[config.mk]
export PLATFORM = sky130hd
export DESIGN_NAME = hydrophone_arrival_capture_flat
export DESIGN_NICKNAME = d
export VERILOG_FILES = /design/src/rtl/hydrophone_pkg.sv /design/src/rtl/hydrophone_arrival_capture_if.sv /design/src/rtl/hydrophone_channel_detect.sv /design/src/rtl/hydrophone_arrival_capture.sv /design/src/flat_wrapper.sv
export SDC_FILE = /design/constraint.sdc
export NUM_CORES = 1
export LEC_CHECK = 0
export ABC_AREA = 0
export BUFFER_PORTS_ARGS = -buffer_cell sky130_fd_sc_hd__buf_2
export CAP_MARGIN = 20
export CELL_PAD_IN_SITES_DETAIL_PLACEMENT = 0
export CELL_PAD_IN_SITES_GLOBAL_PLACEMENT = 1
export CORE_ASPECT_RATIO = 0.6
export CORE_MARGIN = 2
export CORE_UTILIZATION = 30
export DETAILED_ROUTE_END_ITERATION = 8
export GPL_ROUTABILITY_DRIVEN = 0
export PLACE_DENSITY = 0.73
export SYNTH_ARGS = -nofsm -noshare
export SYNTH_HDL_FRONTEND = slang
export SYNTH_SLANG_ARGS = --single-unit
[constraint.sdc]
create_clock -name clk -period 2.4 [get_ports clk]
set_input_delay 0.12 -clock clk [delete_from_list [all_inputs] [get_ports clk]]
set_output_delay 0.12 -clock clk [all_outputs]
set_load 0.005 [all_outputs]
[src/rtl/hydrophone_pkg.sv]
// Shared types and constants for the hydrophone front end and the TDOA stage.
// Holds the channel geometry, the timestamp type and the capture state encoding.
package hydrophone_pkg;

  localparam int NUM_CH   = 4;
  localparam int SAMPLE_W = 12;
  localparam int TS_W     = 8;

  // Metres per second; the TDOA stage converts tick differences to range with it.
  localparam int SPEED_OF_SOUND_WATER = 1500;

  typedef logic [TS_W-1:0]     ts_t;
  typedef logic [SAMPLE_W-1:0] sample_t;

  localparam ts_t TS_NONE = '1;

  typedef enum logic [2:0] {
    IDLE,
    ARMED,
    LISTEN,
    REPORT,
    HOLDOFF
  } cap_state_e;

endpackage

[src/rtl/hydrophone_arrival_capture_if.sv]
// Arrival-vector handshake between the capture block (master) and the TDOA stage (slave).
interface hydrophone_arrival_capture_if;
  import hydrophone_pkg::*;

  logic                   out_valid;
  logic                   out_ready;
  logic [NUM_CH*TS_W-1:0] arrival_ts;
  logic [NUM_CH-1:0]      detect_mask;
  logic                   timeout;

  modport master (
    output out_valid, arrival_ts, detect_mask, timeout,
    input  out_ready
  );

  modport slave (
    input  out_valid, arrival_ts, detect_mask, timeout,
    output out_ready
  );

endinterface

[src/rtl/hydrophone_channel_detect.sv]
// One hydrophone channel: threshold compare, first-crossing flag and arrival timestamp.
// The top FSM decides when a tick may capture and when the channel is cleared.
module hydrophone_channel_detect
  import hydrophone_pkg::*;
(
  input  logic    clk,
  input  logic    rst,
  input  logic    clear,
  input  logic    enable,
  input  sample_t threshold,
  input  sample_t sample,
  input  ts_t     ts_in,
  output logic    hit,
  output logic    latched,
  output ts_t     ts
);

  // Only the first crossing after a clear counts; later ones are echoes.
  assign hit = enable && !latched && (sample >= threshold);

  // NOTE: sequential state uses <= so every register samples pre-edge values.
  always_ff @(posedge clk or posedge rst) begin
    if (rst) begin
      latched <= 1'b0;
      ts      <= TS_NONE;
    end else if (clear) begin
      latched <= 1'b0;
      ts      <= TS_NONE;
    end else if (hit) begin
      latched <= 1'b1;
      ts      <= ts_in;
    end
  end

endmodule

[src/rtl/hydrophone_arrival_capture.sv]
// Captures per-channel first-arrival times relative to the earliest crossing and
// reports one vector per ping over valid/ready, then holds off before re-arming.
module hydrophone_arrival_capture
  import hydrophone_pkg::*;
#(
  parameter int WINDOW_SAMPLES = 200,
  parameter int HOLDOFF_CYCLES = 1000
) (
  input  logic                       clk,
  input  logic                       rst,
  input  logic                       arm,
  input  sample_t                    threshold,
  input  logic                       sample_valid,
  input  logic [NUM_CH*SAMPLE_W-1:0] sample_in,
  output logic                       busy,
  hydrophone_arrival_capture_if.master rpt
);

  localparam int            HO_W      = $clog2(HOLDOFF_CYCLES + 1);
  localparam ts_t           WINDOW_TS = ts_t'(WINDOW_SAMPLES);
  localparam logic [HO_W-1:0] HO_LAST = HO_W'(HOLDOFF_CYCLES - 1);

  cap_state_e      state_q, state_d;
  sample_t         thr_q;
  ts_t             tick_cnt, tick_next, ts_in;
  logic [HO_W-1:0] ho_cnt;
  logic            timeout_q;
  logic            clear, enable, any_hit, all_done, ho_done;
  logic [NUM_CH-1:0] hit, latched;
  ts_t             ts_arr [NUM_CH];

  for (genvar c = 0; c < NUM_CH; c++) begin : g_ch
    hydrophone_channel_detect u_det (
      .clk       (clk),
      .rst       (rst),
      .clear     (clear),
      .enable    (enable),
      .threshold (thr_q),
      .sample    (sample_in[c*SAMPLE_W +: SAMPLE_W]),
      .ts_in     (ts_in),
      .hit       (hit[c]),
      .latched   (latched[c]),
      .ts        (ts_arr[c])
    );
    assign rpt.arrival_ts[c*TS_W +: TS_W] = ts_arr[c];
  end

  // Saturating so a late crossing can never wrap onto a small timestamp.
  assign tick_next = (tick_cnt == WINDOW_TS) ? tick_cnt : tick_cnt + ts_t'(1);
  assign any_hit   = |hit;
  assign all_done  = &(latched | hit);
  assign ho_done   = (ho_cnt == HO_LAST);

  always_ff @(posedge clk or posedge rst) begin
    if (rst) state_q <= IDLE;
    else     state_q <= state_d;
  end

  // NOTE: every always_comb output gets a default first so no latch is inferred.
  always_comb begin
    state_d = state_q;
    clear   = 1'b0;
    enable  = 1'b0;
    ts_in   = '0;
    unique case (state_q)
      IDLE: begin
        if (arm) begin
          clear   = 1'b1;
          state_d = ARMED;
        end
      end
      ARMED: begin
        enable = sample_valid;
        if (any_hit) state_d = all_done ? REPORT : LISTEN;
      end
      LISTEN: begin
        enable = sample_valid;
        ts_in  = tick_next;
        if (sample_valid && (all_done || tick_next == WINDOW_TS)) state_d = REPORT;
      end
      REPORT: begin
        if (rpt.out_ready) state_d = HOLDOFF;
      end
      HOLDOFF: begin
        if (ho_done) begin
          clear   = 1'b1;
          state_d = ARMED;
        end
      end
      default: state_d = IDLE;
    endcase
  end

  always_ff @(posedge clk or posedge rst) begin
    if (rst) begin
      thr_q     <= '0;
      tick_cnt  <= '0;
      ho_cnt    <= '0;
      timeout_q <= 1'b0;
    end else begin
      if (state_q == IDLE && arm) thr_q <= threshold;

      if (state_q == ARMED)                       tick_cnt <= '0;
      else if (state_q == LISTEN && sample_valid) tick_cnt <= tick_next;

      if (state_q == HOLDOFF) ho_cnt <= ho_cnt + HO_W'(1);
      else                    ho_cnt <= '0;

      if (clear)                                           timeout_q <= 1'b0;
      else if (state_q != REPORT && state_d == REPORT)     timeout_q <= !all_done;
    end
  end

  assign rpt.out_valid   = (state_q == REPORT);
  assign rpt.detect_mask = latched;
  assign rpt.timeout     = timeout_q;
  assign busy            = (state_q != IDLE);

endmodule

[src/flat_wrapper.sv]
// flat-port wrapper written by rule: the top's interface ports become plain ports
module hydrophone_arrival_capture_flat import hydrophone_pkg::*;
#(
  parameter int WINDOW_SAMPLES = 200,
  parameter int HOLDOFF_CYCLES = 1000
)
  (clk, rst, arm, threshold, sample_valid, sample_in, busy, rpt_out_valid, rpt_arrival_ts, rpt_detect_mask, rpt_timeout, rpt_out_ready);
  hydrophone_arrival_capture_if rpt_i ();
  input  logic clk;
  input  logic rst;
  input  logic arm;
  input  sample_t threshold;
  input  logic sample_valid;
  input  logic [NUM_CH*SAMPLE_W-1:0] sample_in;
  output logic busy;
  output wire logic [$bits(rpt_i.out_valid)-1:0] rpt_out_valid;
  output wire logic [$bits(rpt_i.arrival_ts)-1:0] rpt_arrival_ts;
  output wire logic [$bits(rpt_i.detect_mask)-1:0] rpt_detect_mask;
  output wire logic [$bits(rpt_i.timeout)-1:0] rpt_timeout;
  input wire logic [$bits(rpt_i.out_ready)-1:0] rpt_out_ready;
  assign rpt_out_valid = rpt_i.out_valid;
  assign rpt_arrival_ts = rpt_i.arrival_ts;
  assign rpt_detect_mask = rpt_i.detect_mask;
  assign rpt_timeout = rpt_i.timeout;
  assign rpt_i.out_ready = rpt_out_ready;
  hydrophone_arrival_capture #(.WINDOW_SAMPLES(WINDOW_SAMPLES), .HOLDOFF_CYCLES(HOLDOFF_CYCLES)) u_core (.clk(clk), .rst(rst), .arm(arm), .threshold(threshold), .sample_valid(sample_valid), .sample_in(sample_in), .busy(busy), .rpt(rpt_i));
endmodule
== Yosys cells after proc, flatten, opt, wreduce, memory -nomap -nowiden ==
Cells that the tools add are included.

* Output and inout bits: 39
* Logic and storage cells: 92
* Flip-flop bits (word level): 70
* Input port bits: 65

* Reduce and logical (&&, ||, !) cells: 29
* Mux-type cells: 34
* Equality and inequality tests: 9
* Add/subtract/negate cells: 2
* $lt $le $gt $ge: 4
* Bitwise logic cells: 1

{| class="wikitable"
|+ Operators by type and width
! kind !! number
|-
| $mux 8 || 12
|-
| $ge 12x12->1 || 4
|-
| $eq 8x8->1 const B || 2
|-
| $mux 3 || 5
|-
| $pmux 3 s5 || 1
|-
| $mux 1 || 14
|-
| $logic_and 1x1->1 || 12
|-
| $reduce_bool 2->1 || 6
|-
| $add 10x1->10 const B || 1
|-
| $eq 10x10->1 const B || 1
|-
| $mux 10 || 1
|-
| $eq 3x2->1 const B || 3
|-
| $add 8x1->8 const B || 1
|-
| $logic_not 1->1 || 5
|-
| $or 4x4->4 || 1
|-
| $reduce_and 4->1 || 1
|-
| $reduce_or 4->1 || 1
|-
| $eq 3x1->1 const B || 1
|-
| $eq 3x3->1 const B || 1
|-
| $logic_not 3->1 || 1
|-
| $ne 3x2->1 const B || 1
|-
| $reduce_bool 3->1 || 1
|-
| $pmux 1 s2 || 1
|-
| $reduce_or 2->1 || 1
|-
| $logic_or 1x1->1 || 1
|}

== Depth between registers and ports, before layout ==
Gate-level depths: netlist of run 1.

* Word-level depth: 15
* Mapped depth: 10
* Mapped depth without buffers: 10

== By module ==
From an unflattened synthesis of run 1, not the netlist that was laid out.

* Cell total of the unflattened synthesis: 543
* Area total of the unflattened synthesis: 4976.0 um^2

{| class="wikitable"
|+ Modules (own cells, without submodules)
! module !! sequential area each (um^2) !! times used !! cells each !! area an instance (um^2)
|-
| hydrophone_channel_detect || 235.2 || 4 || 87 || 750.7
|-
| hydrophone_arrival_capture || 850.8 || 1 || 195 || 1973.1
|}

== Worst setup path after synthesis of run 1 ==
No wires, ideal clock.

* Path kind: flip-flop to flip-flop
* From: register u_core.thr_q[9]
* To: register u_core.timeout_q, in the netlist u_core.rpt.timeout
* Stages on the path, launching flop included: 11
* Path slack: -0.058 ns
* Buffers on the path: 0
* Data required time: 2.266 ns
* Clock period less this slack: 2.458 ns
* Library setup time: 0.134 ns
* Arrival time: 2.323 ns
* Path through: dfrtp_1 inv_1 ha_1 and4_1 o2111ai_1 a31o_2 a211oi_1 nor4_1 nand2b_1 a211oi_1 nor3_2

* Word-level cells in the longest chain between the ends: 11
* Elaborated cells between the ends (all ways): 23
* Classes of those cells: order compare: 4; eq/ne: 1; mux: 6; bitwise: 1; reduce/logical: 11

{| class="wikitable"
|+ Ends and longest elaborated chain
! item !! line !! RTL
|-
| start, declared || hydrophone_arrival_capture.sv:24 || <nowiki>sample_t thr_q;</nowiki>
|-
| start signal, assigned || hydrophone_arrival_capture.sv:101 || <nowiki>if (state_q == IDLE && arm) thr_q <= threshold;</nowiki>
|-
| $ge 12x12->1 || hydrophone_channel_detect.sv:19 || <nowiki>assign hit = enable && !latched && (sample >= threshold);</nowiki>
|-
| $logic_and 1x1->1 || hydrophone_channel_detect.sv:19 ||
|-
| $or 4x4->4 || hydrophone_arrival_capture.sv:51 || <nowiki>assign all_done = &(latched | hit);</nowiki>
|-
| $reduce_and 4->1 || hydrophone_arrival_capture.sv:51 ||
|-
| $logic_or 1x1->1 || hydrophone_arrival_capture.sv:79 || <nowiki>if (sample_valid && (all_done || tick_next == WINDOW_TS)) state_d = REPORT;</nowiki>
|-
| $logic_and 1x1->1 || hydrophone_arrival_capture.sv:79 ||
|-
| $mux 3 || hydrophone_arrival_capture.sv:79 ||
|-
| $pmux 3 s5 || hydrophone_arrival_capture.sv:65 || <nowiki>unique case (state_q)</nowiki>
|-
| $eq 3x2->1 || hydrophone_arrival_capture.sv:110 || <nowiki>else if (state_q != REPORT && state_d == REPORT) timeout_q <= !all_done;</nowiki>
|-
| $logic_and 1x1->1 || hydrophone_arrival_capture.sv:110 ||
|-
| $reduce_bool 2->1 (no source line) || n/a ||
|-
| end signal, assigned || hydrophone_arrival_capture.sv:110 ||
|-
| end, declared || hydrophone_arrival_capture.sv:27 || <nowiki>logic timeout_q;</nowiki>
|}

Parallel ways exist; a longest one is shown, timed or not. The select of a mux whose other input is x is not followed.
A chain may end at the register's enable or synchronous reset.

== Final worst setup path of run 1 ==
* From: register u_core.thr_q[0]
* To: register u_core.timeout_q, in the netlist u_core.rpt.timeout

The elaborated chain is that of the path after synthesis.

==> results.txt, run 1 <==
* Run status: finished, violations left
- The checks that failed: setup timing.
* Cell breakdown of the critical path: ha_1 > or3b_2 > o2111ai_2 > a31o_4 > a211oi_4 > nor4_4 > o21ai_2 > mux2i_1 > nor3_2
- CTS tree: built
* Kind of cell adding the most delay to the critical path: simple AND/OR/NAND/NOR gates
- Tightest Pin Transition: ~0.7 ns
- Floorplan core area: 14300 um^2
- The tree is rooted in a sky130_fd_sc_hd__clkbuf_16.
- The critical path is of the flop to flop type.
* Post-synthesis sequential area ratio: around two fifths
* Drt drc: 0
- Multiplexer area fraction after synthesis: under 10%
- The via count of the first global-routing pass was between 3k and 4k.
* # port buffers: 103
* Number of failing setup endpoints in the final timing report: 1
- For this run, the total global-route usage over all layers was measured as ~17%.
* Avg Vias per Cell: around 4.9
* Clock Power Share: a little over a fifth
- The number of clock buffers added by TritonCTS is 9.
* Internal Dissipation: approximately 3.9 mW
- The die covers roughly 15000 um^2.
- Of the total power, the share spent switching nets is 40.3%.
* Worst Reg2Reg Path Length in Cells: 9
- Post-synthesis cell area: between 4000 and 5000 um^2
- In the final layout, flip-flops and latches occupy 1800 um^2.
* Worst-path maximum fanout: 4
* Path class of the lowest-slack min-delay path: input pin to flop
- Number of nets in the finished design: 700
- For this design the static power due to leakage is ~2.6 nW.
- Worst path slowest cell: sky130_fd_sc_hd__or3b_2
- The worst path uses 101% of the clock period.
- Detailed routing inserted a total of slightly below 4k vias.
* Leftover overflow at the end of global routing: 0
* Cell count after synthesis: 455
- The worst hold path was traced through 2 stages.
- The number of hold-slack violations in the final timing report is 0.
- Simple-gate area share of the yosys netlist: between 15 and 20%
- Entering global routing, the biggest net connects 30 pins.
- Number of enable-type register cells in the synthesized netlist: 0
- Clock latency on the worst-skew pair, taken at its later pin, is about 0.34 ns.
- X dimension of the die: roughly 160 um
- The placed instances occupy a cell area of approximately 5200 um^2.
- The filler cells instantiated in the layout total roughly 1.4k.
- Summing all multi-input logic gate instances after layout gives approximately 2600 um^2.
- Required time of the critical path: approximately 2.7 ns
- Clock-pin transition on the worst setup and hold timing paths: about 0.060 ns
- STA classifies the critical path startpoint as a flop.
* Number of core rows: 34
- Largest vdd supply drop: 0.461 mV
- Overall power after layout: 6.60 mW
- Share of total power in combinational logic: 49.3%
- The floorplan step set the die height to 97.2 um.
- The Yosys step of the flow raised 0 warnings.
* First drt pass iteration count: 4
- Post-Route Skew: about 0.010 ns
- Summing the areas of all xor and xnor instances in the mapped netlist gives 2.82% of the synthesized area.
* Total power divided by cell area: 1130 nW/um^2
* Wire length of the first global-routing pass: 21.2 mm
* H-tree level count: 3
* Wire length per cell: between 15 and 20 um
- Across the run, the number of max-cap violations was 0.
- Mapped Avg Cell Area: 9.55 um^2
- Setup repair after global routing could not meet its margin everywhere.
- Register-to-register setup slack: -0.01 ns
- Critical Path Max Stage Delay: ~0.48 ns
* Area overhead of the layout relative to synthesis: 34.9%
* Highest Clock Rate: 0.415 GHz
- The synthesized design contains 70 register bits.
- Synthesized-area fraction occupied by ao, oa, aoi and oai cells: 15.7%
- The critical path crosses 9 cells after its start point.
- After routing the design area is a little under 6000 um^2.
* Slew headroom: a little over half
* Number of primary I/O pins: 104
- The post-route netlist has about two fifths of its cells at a drive strength greater than 1.
- Share of flip-flops with an asynchronous set or reset after synthesis: 100%
* Total wire length: ~13 mm
* Sequential share of power: roughly 30%
- In this run, the number of DRC markers left after iteration 0 of detailed routing was roughly 220.
* Crit. End Element: flop
- Leading cell type in the layout, fill and taps excluded: sky130_fd_sc_hd__buf_2
* Net load switching power: 2.66 mW
* Half-perimeter wire length of the detailed placement result: a little under 10 mm
- Worst-case clock buffer depth: 2
- Buf/Inv on CP: 0
- By area, the combinational part of the netlist is dominated by simple AND/OR/NAND/NOR gates.
- Setup slack of the critical path after layout: -0.0125 ns
* Number of diodes added for antenna fixing: 0
- Number of unique standard cell types used by synthesis: between 50 and 60
- Detail Route Antenna Nets: 0
- Worst EP arrival: 2.67 ns
* Final Max Slew Viols: 0
- Effective utilization at floorplan: between 30 and 40%
- When the netlist entered floorplanning its net count stood at roughly 570.
* Clk sink count: 70
* Number of antenna violations at the first check in global routing: 0
* Arithmetic-cell share of the synthesized area counting full adders, half adders and majority gates: roughly 15%
- The library cells used most frequently in the layout, excluding fill and tap cells, are 103 x sky130_fd_sc_hd__buf_2, 59 x sky130_fd_sc_hd__nand2_1, 48 x sky130_fd_sc_hd__ha_1.
- The smallest clock period supported by the final layout is computed as roughly 2.4 ns.
- Among all flip-flop cells after synthesis, the most frequent one is sky130_fd_sc_hd__dfrtp_1.
[power by group through the flow]
stage | Sequential, mW | Combinational, mW | Clock, mW
finish | 1.95 | 3.25 | 1.39
detailed placement | 1.94 | 2.78 | 0
global route | 2.01 | 3.65 | 1.47
global placement | 1.92 | 2.70 | 0
CTS | 1.94 | 3.02 | 1.42
floorplan | 1.90 | 1.76 | 0
[routing by layer]
| metal | vias to the layer above | part of all wire (%) | wire length (um) | GRT usage, % |
|---|---|---|---|---|
| met5 | - | 0 | 0 | 0 |
| met4 | 0 | 0.75 | 98 | 3.71 |
| met3 | 10 | 8.8 | 1150 | 6.44 |
| met2 | 122 | 41 | 5390 | 25.4 |
| met1 | 1834 | 49 | 6360 | 24.8 |
| li1 | 1890 | - | - | - |
[worst reg2reg max path, stage by stage (launching register included)]
cell and delay (ns):
sky130_fd_sc_hd__dfrtp_2 0.43, sky130_fd_sc_hd__ha_1 0.29, sky130_fd_sc_hd__or3b_2 0.48, sky130_fd_sc_hd__o2111ai_2 0.11, sky130_fd_sc_hd__a31o_4 0.21, sky130_fd_sc_hd__a211oi_4 0.08
sky130_fd_sc_hd__nor4_4 0.30, sky130_fd_sc_hd__o21ai_2 0.10, sky130_fd_sc_hd__mux2i_1 0.16, sky130_fd_sc_hd__nor3_2 0.16
[registers in the layout (all words and copies together) (netlist names)]
register	flops
u_core.state_q	3
u_core.g_ch.u_det.ts	32
u_core.g_ch.u_det.latched	4
u_core.tick_cnt	8
u_core.ho_cnt	10
u_core.rpt.timeout	1
u_core.thr_q	12
[metrics by stage]
step           hold slack [ns]  std cells  setup slack [ns]  util (%)  TNS (ns)
3_3_place_gp             0.259        760            -0.216      36.3     -1.42
6_report                0.0117        787           -0.0125      40.9   -0.0125
2_1_floorplan            0.219        455            0.0462         -         0
3_5_place_dp             0.272        760            -0.355      36.3     -1.77
5_1_grt                0.00872        787            -0.146      40.9    -0.686
4_1_cts                0.00126        784           0.00385      40.0         0
[cells in the mapped netlist (3+ instances only)]
library cell                instances  share of area (%)
sky130_fd_sc_hd__nand2_1           59                5.1
sky130_fd_sc_hd__ha_1              51                 15
sky130_fd_sc_hd__dfrtp_1           38                 22
sky130_fd_sc_hd__dfstp_2           32                 19
sky130_fd_sc_hd__o21ai_0           30                3.5
sky130_fd_sc_hd__nor2_1            29                2.5
sky130_fd_sc_hd__inv_1             24                2.1
sky130_fd_sc_hd__a21oi_1           22                2.5
sky130_fd_sc_hd__nand3_1           18                2.1
sky130_fd_sc_hd__nor3_1            16                1.8
sky130_fd_sc_hd__mux2i_1           15                3.5
sky130_fd_sc_hd__clkbuf_1          11               0.95
sky130_fd_sc_hd__a211oi_1           8                1.4
sky130_fd_sc_hd__o311ai_0           8                1.6
sky130_fd_sc_hd__xnor2_1            7                1.4
sky130_fd_sc_hd__xor2_1             7                1.4
sky130_fd_sc_hd__and2_1             6               0.86
sky130_fd_sc_hd__buf_4              5               0.86
sky130_fd_sc_hd__or3_1              5               0.72
sky130_fd_sc_hd__a21o_1             4               0.69
sky130_fd_sc_hd__buf_2              4               0.46
sky130_fd_sc_hd__o21bai_1           4               0.69
sky130_fd_sc_hd__and3_1             3               0.43
sky130_fd_sc_hd__o2111ai_1          3               0.60
sky130_fd_sc_hd__o211ai_1           3               0.52
[path summary, 6_finish.rpt]
path	from	end
worst max-delay path	u_core.thr_q[0]	u_core.rpt.timeout
worst min-delay path	threshold[0]	u_core.thr_q[0]
worst max register to register	u_core.thr_q[0]	u_core.rpt.timeout
worst min register to register	u_core.ho_cnt[0]	u_core.ho_cnt[0]
max in group asynchronous	rst	u_core.g_ch[1].u_det.ts[0]
min in group asynchronous	rst	u_core.thr_q[11]
[final cells by class]
| type | count | area share (%) |
|---|---|---|
| Multi-Input combinational cell | 341 | 44.5 |
| Sequential cell | 70 | 30.6 |
| Timing Repair Buffer | 138 | 13.9 |
| Tap cell | 198 | 4.23 |
| Clock buffer | 10 | 4.08 |
| Inverter | 24 | 1.54 |
| Clock inverter | 6 | 1.17 |
[timing repair]
action                                  in CTS  in global routing
pin swaps                                   18                 17
resized for setup                           32                 24
endpoints found under the setup margin      18                 20
hold buffers                                 7                  0
hold endpoints to repair                    33                  0
buffers inserted                             2                  5
[kinds of logic after synthesis]
kind of cell / count (synthesis)
flip-flops: 70
AO/OA/AOI/OAI: 103
AND/OR/NAND/NOR: 157
XOR/XNOR: 14
multiplexers: 16
adder cells (fa/ha/maj): 51
buffers and inverters: 44
No activity file was read; power rests on OpenSTA's default activity.
==> inputs of run 2 (changes only) <==
--- a/config.mk
+++ b/config.mk
@@ -12,10 +12,11 @@
 export CELL_PAD_IN_SITES_GLOBAL_PLACEMENT = 1
 export CORE_ASPECT_RATIO = 0.6
 export CORE_MARGIN = 2
-export CORE_UTILIZATION = 30
+export CORE_UTILIZATION = 38
+export CTS_BUF_LIST = sky130_fd_sc_hd__clkbuf_8
 export DETAILED_ROUTE_END_ITERATION = 8
 export GPL_ROUTABILITY_DRIVEN = 0
-export PLACE_DENSITY = 0.73
+export PLACE_DENSITY = 0.88
 export SYNTH_ARGS = -nofsm -noshare
 export SYNTH_HDL_FRONTEND = slang
 export SYNTH_SLANG_ARGS = --single-unit
==> results.txt, run 2 (synthesis gave the netlist of run 1 again) <==
* Number of nets in the finished design: 706 (+0.86%)
- The number of diodes added for antenna fixing came to 0 (unchanged).
- The sequential fraction of design power was 31.4% (+1.8 points).
- Clock latency of the later-clocked register in the worst-skew pair: 0.36 ns (+0.02 ns)
- Largest vdd supply drop: 0.440 mV (-4.7%)
- Clock-pin transition on the worst setup and hold timing paths: 0.08 ns (+0.02 ns)
- Detailed Route Iter0 Violations: 258 (+16%)
- The largest registers in the layout are u_core.g_ch.u_det.ts x32, u_core.thr_q x12, u_core.ho_cnt x10.
- Avg Vias per Cell: 5.37 (+9.6%)
- Clk sink count: 70 (unchanged)
* Clock Power Share: 15.2% (-5.9 points)
- The first-pass GRT wire length is 19.7 mm (-7.3%).
- Slew headroom: 62.6% (+9.3 points)
- The TritonCTS buffer count was 9 (unchanged).
- The worst setup path is of the flop to flop kind.
- Effective utilization at floorplan: 38.7% (+8.4 points)
- Share of total power in combinational logic: 53.4% (+4.1 points)
- The total count of max-transition violations in the final report was 0 (unchanged).
- Die height: 86.8 um (-11%)
- The number of setup violations in the final report was 1 (unchanged).
- Worst-case clock buffer depth: 2 (unchanged)
- Number of core rows: 30 (-12%)
- The wire length per cell came to 17.1 um (+3.8%).
* Post-Route Skew: 0.0129 ns (+0.00282 ns)
- TritonCTS built the clock tree.
- Failing checks: setup timing
- Max_cap viols: 0 (unchanged)
* Flip-flop count of the largest register, all copies and words added: 32 (unchanged)
- Run status: finished, violations left
* Ratio of cells with drive above 1 in the final layout: 40.5% (+1.6 points)
* Internal Dissipation: 3.65 mW (-7.4%)
- The number of cell instances on the worst register-to-register path came to 10 (+1).
- The HPWL after detailed placement is 9.23 mm (-5.4%).
- Setup repair after global routing could not meet its margin everywhere.
* Number of primary I/O pins: 104 (unchanged)
- The horizontal die dimension came to 142 um (-11%).
- The total detailed-routing wirelength was 12.7 mm (-2.6%).
- The critical path data required time is 2.63 ns (-0.03 ns).
- Leaving out fill and tap cells, the most frequent cells in the layout are 103 x sky130_fd_sc_hd__buf_2, 59 x sky130_fd_sc_hd__nand2_1, 44 x sky130_fd_sc_hd__ha_1.
- Min cycle time layout: 2.41 ns (+0.000390 ns)
* Number of antenna violations at the first check in global routing: 0 (unchanged)
- The peak clock frequency supported by timing is 0.414 GHz (about the same).
* Largest reg by FF count: u_core.g_ch.u_det.ts
- Leaving out fill and tap cells, the most frequent cell in the layout is sky130_fd_sc_hd__buf_2.
- The tree is rooted in a sky130_fd_sc_hd__clkbuf_8.
- Setup slack of the critical path after layout: -0.0129 ns (-0.000390 ns)
- Path class of the lowest-slack min-delay path: input pin to flop
- The core utilization of the finished layout was 51.7% (+11 points).
- The number of iterations in the first detailed-routing pass was 4 (unchanged).
- Drt drc: 0 (unchanged)
* H-tree level count: 3 (unchanged)
- The area growth from synthesis to layout is 33.6%.
- The worst-case hold slack was 0.0156 ns (+0.00396 ns).
* Net load switching power: 2.62 mW (-1.5%)
* Hold Path Depth: 3 (+1)
- # port buffers: 103 (unchanged)
* Floorplan core area: 11200 um^2 (-22%)
- Worst EP arrival: 2.64 ns (-0.03 ns)
* Via Count: 3970 (+3.0%)
- The worst setup path is captured at a flop.
- Final critical-path share of the clock period: 101% (about the same)
- The post-detailed-route count of antenna-violating nets was 0 (unchanged).
- Tightest Pin Transition: 0.560 ns (-0.140 ns)
- Pin count of the biggest net entering global routing: 71 (+140%)
- The number of hold-slack violations in the final timing report was 0 (unchanged).
* Worst-path maximum fanout: 4 (unchanged)
- The via count of the first global-routing pass came to 3827 (-3.9%).
- The net switching fraction of the power was 41.8% (+1.5 points).
* Die area: 12300 um^2 (-20%)
- The residual overflow from global routing was 0 (unchanged).
* Overall routing resource usage: 20.6% (+3.1 points)
- Static Leakage: 2.59 nW (-0.34%)
* Layout fillers: 992 (-30%)
* Startpoint class of the critical path: flop
- The total power per unit cell area was 1080 nW/um^2 (-4.1%).
[run 2: cell types whose count changed in the layout (fill, tap and decap cells not counted), moves of 4 or more]
| cell | change |
|---|---|
| sky130_fd_sc_hd__clkbuf_16 | -9 |
| sky130_fd_sc_hd__clkbuf_8 | +8 |
| sky130_fd_sc_hd__dlygate4sd3_1 | +6 |
| sky130_fd_sc_hd__ha_1 | -4 |
| sky130_fd_sc_hd__ha_4 | +4 |
[run 2: path summary, 6_finish.rpt]
kind                                        from  slack [ns]                          to
worst max-delay path             u_core.thr_q[0]       -0.01          u_core.rpt.timeout
max in group asynchronous                    rst        1.67  u_core.g_ch[1].u_det.ts[7]
worst min-delay path                threshold[5]        0.02             u_core.thr_q[5]
worst max register to register   u_core.thr_q[0]       -0.01          u_core.rpt.timeout
worst min register to register  u_core.ho_cnt[0]        0.48            u_core.ho_cnt[0]
min in group asynchronous                    rst        0.37            u_core.ho_cnt[6]
[run 2: power by group through the flow]
stage | Sequential (mW) | Clock, mW | Combinational, mW
2_1_floorplan | 1.90 | 0 | 1.76
3_3_place_gp | 1.92 | 0 | 2.57
3_5_place_dp | 1.93 | 0 | 2.69
4_1_cts | 1.93 | 0.978 | 2.84
5_1_grt | 2.02 | 1.03 | 3.70
6_report | 1.96 | 0.954 | 3.35
[run 2: layout make-up]
class | count | area [um^2] | area share [%]
clock buffers | 9 | 124 | 2.14
clock inverters | 7 | 63.8 | 1.10
inverters | 24 | 90.1 | 1.55
multi-input cells | 341 | 2680 | 46.1
flip-flops and latches | 70 | 1800 | 30.9
well taps | 144 | 180 | 3.11
repair buffers | 144 | 872 | 15.0
[run 2: what timing repair did]
item | in CTS | in global routing
resized for setup | 18 | 51
endpoints found under the setup margin | 3 | 15
pin swaps | 6 | 24
endpoints found under the hold margin | 50 | 0
hold buffers | 13 | 0
buffers inserted | 2 | 8
[run 2: metrics by stage]
step	std cells	setup WS, ns	setup TNS, ns	power (mW)	instance area, um^2
after floorplan	455	0.0462	0	3.66	4350
after global placement	700	-0.0687	-0.0687	4.49	5090
after detailed placement	700	-0.139	-0.185	4.62	5090
after CTS	731	0.0122	0	5.74	5510
after global routing	739	-0.169	-0.354	6.75	5800
final	739	-0.0129	-0.0129	6.27	5800
[run 2: layer usage]
layer	track usage (%)	routed length [um]	up-vias
li1	-	-	1902
met1	29.5	6000	1896
met2	30.0	5370	149
met3	6.19	1060	23
met4	6.00	239	0
met5	0	0	-
[run 2: critical path, cell delays in order (launching register included)]
cell and delay (ns):
sky130_fd_sc_hd__dfrtp_2 0.48, sky130_fd_sc_hd__buf_6 0.14, sky130_fd_sc_hd__ha_4 0.21, sky130_fd_sc_hd__nor2_4 0.11
sky130_fd_sc_hd__a21oi_2 0.08, sky130_fd_sc_hd__o41ai_4 0.39, sky130_fd_sc_hd__a211oi_2 0.17, sky130_fd_sc_hd__nor4_4 0.31
sky130_fd_sc_hd__o21ai_2 0.13, sky130_fd_sc_hd__mux2i_1 0.20, sky130_fd_sc_hd__nor3_2 0.06
==> inputs of run 3 (changes only) <==
--- a/config.mk
+++ b/config.mk
@@ -12,11 +12,12 @@
 export CELL_PAD_IN_SITES_GLOBAL_PLACEMENT = 1
 export CORE_ASPECT_RATIO = 0.6
 export CORE_MARGIN = 2
-export CORE_UTILIZATION = 38
+export CORE_UTILIZATION = 39
 export CTS_BUF_LIST = sky130_fd_sc_hd__clkbuf_8
 export DETAILED_ROUTE_END_ITERATION = 8
 export GPL_ROUTABILITY_DRIVEN = 0
 export PLACE_DENSITY = 0.88
 export SYNTH_ARGS = -nofsm -noshare
 export SYNTH_HDL_FRONTEND = slang
+export SYNTH_HIERARCHICAL = 1
 export SYNTH_SLANG_ARGS = --single-unit
==> results.txt, run 3 <==
- The flow ran to the end, but the final reports show violations.
* Failing checks: setup timing
- Min cycle time layout: 2.75 ns (+0.336 ns)
- X dimension of the die: 150 um (+5.5%)
- Leftover overflow at the end of global routing: 0 (unchanged)
- In this run the worst hold path is classified as input pin to flop.
- The number of hold-slack violations in the final timing report was 0 (unchanged).
* Wire length per cell: 16.6 um (-3.0%)
* Number of enable-type register cells in the synthesized netlist: 0 (unchanged)
* Register-to-register setup slack: -0.35 ns (-0.34 ns)
- Most used standard cell by instance count after synthesis: sky130_fd_sc_hd__nor2_1
- Flip-flop count of the largest register, all copies and words added: 32 (unchanged)
- The final worst slack is -0.349 ns (-0.336 ns).
* Effective utilization at floorplan: 40.6% (+1.9 points)
- Detail Route Antenna Nets: 0 (unchanged)
- The net count of the mapped netlist was 659 (+15%).
- Avg Vias per Cell: 5.26 (-2.0%)
* Pin count of the biggest net entering global routing: 39 (-45%)
- Tightest Pin Transition: 0.530 ns (-0.0298 ns)
* Util after Layout: 50.8% (-0.88 points)
- Met3 WL post-DR: 1.08 mm (+2.0%)
- The clock sink count is 70 (unchanged).
- Most used DFF post-synth: sky130_fd_sc_hd__dfrtp_1
- In the final layout, the registers with the most flip-flops are u_core/g_ch.u_det/ts x32, u_core/thr_q x12, u_core/ho_cnt x10.
- Wire length of the first global-routing pass: 22.9 mm (+17%)
- Startpoint class of the critical path: flop
- The area enclosed by the die boundary was 13700 um^2 (+11%).
- Drt drc: 0 (unchanged)
* Required time of the critical path: 2.68 ns (+0.05 ns)
* Setup slack after placement: -0.287 ns (-0.148 ns)
- The final setup TNS came to -0.814 ns (-0.801 ns).
- Number of global-route vias before repair: 4434 (+16%)
- Cells taking the most area after synthesis: sky130_fd_sc_hd__dfrtp_1 19%, sky130_fd_sc_hd__dfstp_2 17%, sky130_fd_sc_hd__ha_1 13%, sky130_fd_sc_hd__nor2_1 6.9%, sky130_fd_sc_hd__mux2i_1 6.4%
* Largest vdd supply drop: 0.450 mV (+2.3%)
* RSZ-0062 raised after global routing: yes
- Crit. End Element: flop
* Number of core rows: 31 (+3.3%)
* # port buffers: 103 (unchanged)
- Post-Route Skew: 0.0213 ns (+0.00840 ns)
- Top sig layer: met4
- The summed area of non-filler cells in the final layout came to 6230 um^2 (+7.4%).
- The cell sitting at the root of the clock tree is a sky130_fd_sc_hd__clkbuf_8.
- Worst EP arrival: 3.03 ns (+0.39 ns)
- Die height: 91.5 um (+5.4%)
* CTS tree: built
- Clock latency of the later-clocked register in the worst-skew pair: 0.37 ns (about the same)
- The number of setup violations in the final report came to 3 (+2).
- Number of unique standard cell types used by synthesis: 65 (+16%)
* Met1 layer wirelength in the final routing: 7.02 mm (+17%)
- The core box area was 12300 um^2 (+9.2%).
- More flip-flops sit in one register than any other, and that register is u_core/g_ch.u_det/ts.
* Area overhead of the layout relative to synthesis: 25.2%
- The total global-route track usage is 21.5% (+0.98 points).
- In the synthesized netlist, the cells that appear most often are 92 x sky130_fd_sc_hd__nor2_1, 71 x sky130_fd_sc_hd__inv_1, 51 x sky130_fd_sc_hd__ha_1.
- The TritonCTS buffer count was 9 (unchanged).
- The per-instance average area after synthesis is 9.16 um^2 (-4.0%).
- Area post-placement: 5820 um^2 (+14%)
- Total wire length: 14.1 mm (+12%)
- First drt pass iteration count: 4 (unchanged)
- Post-synthesis cell type with the largest combined area: sky130_fd_sc_hd__dfrtp_1
- Proportion of netlist area held by the largest area contributor: 19.1% (-2.8 points)
* Share of flip-flops with an asynchronous set or reset after synthesis: 100% (unchanged)
- Critical path class: flop to flop
- Static Leakage: 3.23 nW (+25%)
- The post-synthesis sequential area ratio came to 36.0% (-5.2 points).
- Number of primary I/O pins: 104 (unchanged)
- The worst-case hold slack is 0.116 ns (+0.100 ns).
- Layout fillers: 1158 (+17%)
- Ratio of cells with drive above 1 in the final layout: 32.8% (-7.7 points)
- Clock-pin transition on the worst setup and hold timing paths: 0.09 ns (about the same)
* Number of antenna violations at the first check in global routing: 0 (unchanged)
* Slew headroom: 64.5% (+1.9 points)
* Final Max Slew Viols: 0 (unchanged)
- Post-synthesis cell area: 4980 um^2 (+15%)
- The part of the cycle the worst path needs was 115% (+14 points).
- The via total after detailed routing came to 4473 (+13%).
- Detailed Route Iter0 Violations: 289 (+12%)
- Leading cell type in the layout, fill and taps excluded: sky130_fd_sc_hd__buf_2
* Most frequent cells in the layout: 103 x sky130_fd_sc_hd__buf_2, 91 x sky130_fd_sc_hd__nor2_1, 67 x sky130_fd_sc_hd__inv_1
- The max-capacitance violation count is 0 (unchanged).
- Number of nets in the finished design: 796 (+13%)
- The wire length on met2 came to 5.89 mm (+9.6%).
- H-tree level count: 3 (unchanged)
- The largest driver fanout on the critical path came to 5 (+1).
* Number of synthesized register bits: 70 (unchanged)
* Half-perimeter wire length of the detailed placement result: 10.8 mm (+17%)
- Total power divided by cell area: 1130 nW/um^2 (+4.2%)
- The number of synthesis warnings is 6 (+6).
* Number of diodes added for antenna fixing: 0 (unchanged)
- The worst-case clock buffer depth is 2 (unchanged).
- The peak clock frequency supported by timing was 0.364 GHz (-12%).
* Cell count after synthesis: 543 (+19%)
run 3: routing by layer:
metal,vias up,global-route usage [%]
met5,-,0
met4,0,5.03
met3,18,5.73
met2,164,31.2
met1,2144,31.7
li1,2147,-
run 3: through the flow:
stage               cells  total power, mW
floorplan             543             4.56
global placement      815             5.66
detailed placement    815             5.85
CTS                   848             6.93
global route          850             7.57
finish                850             7.01
run 3: worst paths after layout:
path / cells past startpoint / end / startpoint
min reg2reg: 1 / u_core/ho_cnt[0] / u_core/ho_cnt[0]
max in group asynchronous: 4 / u_core/thr_q[2] / rst
max: 10 / u_core/rpt.timeout / u_core/thr_q[9]
max reg2reg: 10 / u_core/rpt.timeout / u_core/thr_q[9]
min: 4 / u_core/state_q[1] / rpt_out_ready
min in group asynchronous: 3 / u_core/g_ch[2].u_det/latched / rst
run 3: cell type report:
class | instances | area, um^2 | area share [%]
clock inverter | 7 | 53.8 | 0.864
sequential | 70 | 1790 | 28.8
clock buffer | 9 | 124 | 1.99
timing repair buffer | 150 | 917 | 14.7
inverter | 75 | 284 | 4.56
multi-input combinational | 374 | 2850 | 45.7
tap | 165 | 206 | 3.31
run 3: critical path, stage by stage (launching register included):
cell	delay (ns)
sky130_fd_sc_hd__dfrtp_1	0.44
sky130_fd_sc_hd__inv_1	0.07
sky130_fd_sc_hd__ha_1	0.31
sky130_fd_sc_hd__and4_1	0.22
sky130_fd_sc_hd__a221o_1	0.37
sky130_fd_sc_hd__a32oi_2	0.22
sky130_fd_sc_hd__inv_2	0.07
sky130_fd_sc_hd__nor4_4	0.34
sky130_fd_sc_hd__o311ai_1	0.13
sky130_fd_sc_hd__a221o_1	0.33
sky130_fd_sc_hd__a211oi_2	0.15
run 3: where the power goes:
group          internal [mW]  leakage [nW]  switching, mW
logic                   1.80          2.30           2.03
registers               1.83         0.833          0.439
clock network          0.391        0.0966          0.531
total                   4.01          3.23           3.00
run 3: cell families after synthesis:
family / synth area share (%)
flip-flops: 36.0
AO/OA/AOI/OAI: 12.7
XOR/XNOR: 2.29
adder cells (fa/ha/maj): 12.8
AND/OR/NAND/NOR: 18.0
multiplexers: 9.15
buffers and inverters: 9.08
run 3: repair_timing:
item	4_1_cts	5_1_grt
hold buffers	13	0
hold endpoints to repair	50	0
buffers inserted	4	3
endpoints found under the setup margin	3	3
pin swaps	3	6
gates resized for setup	7	5
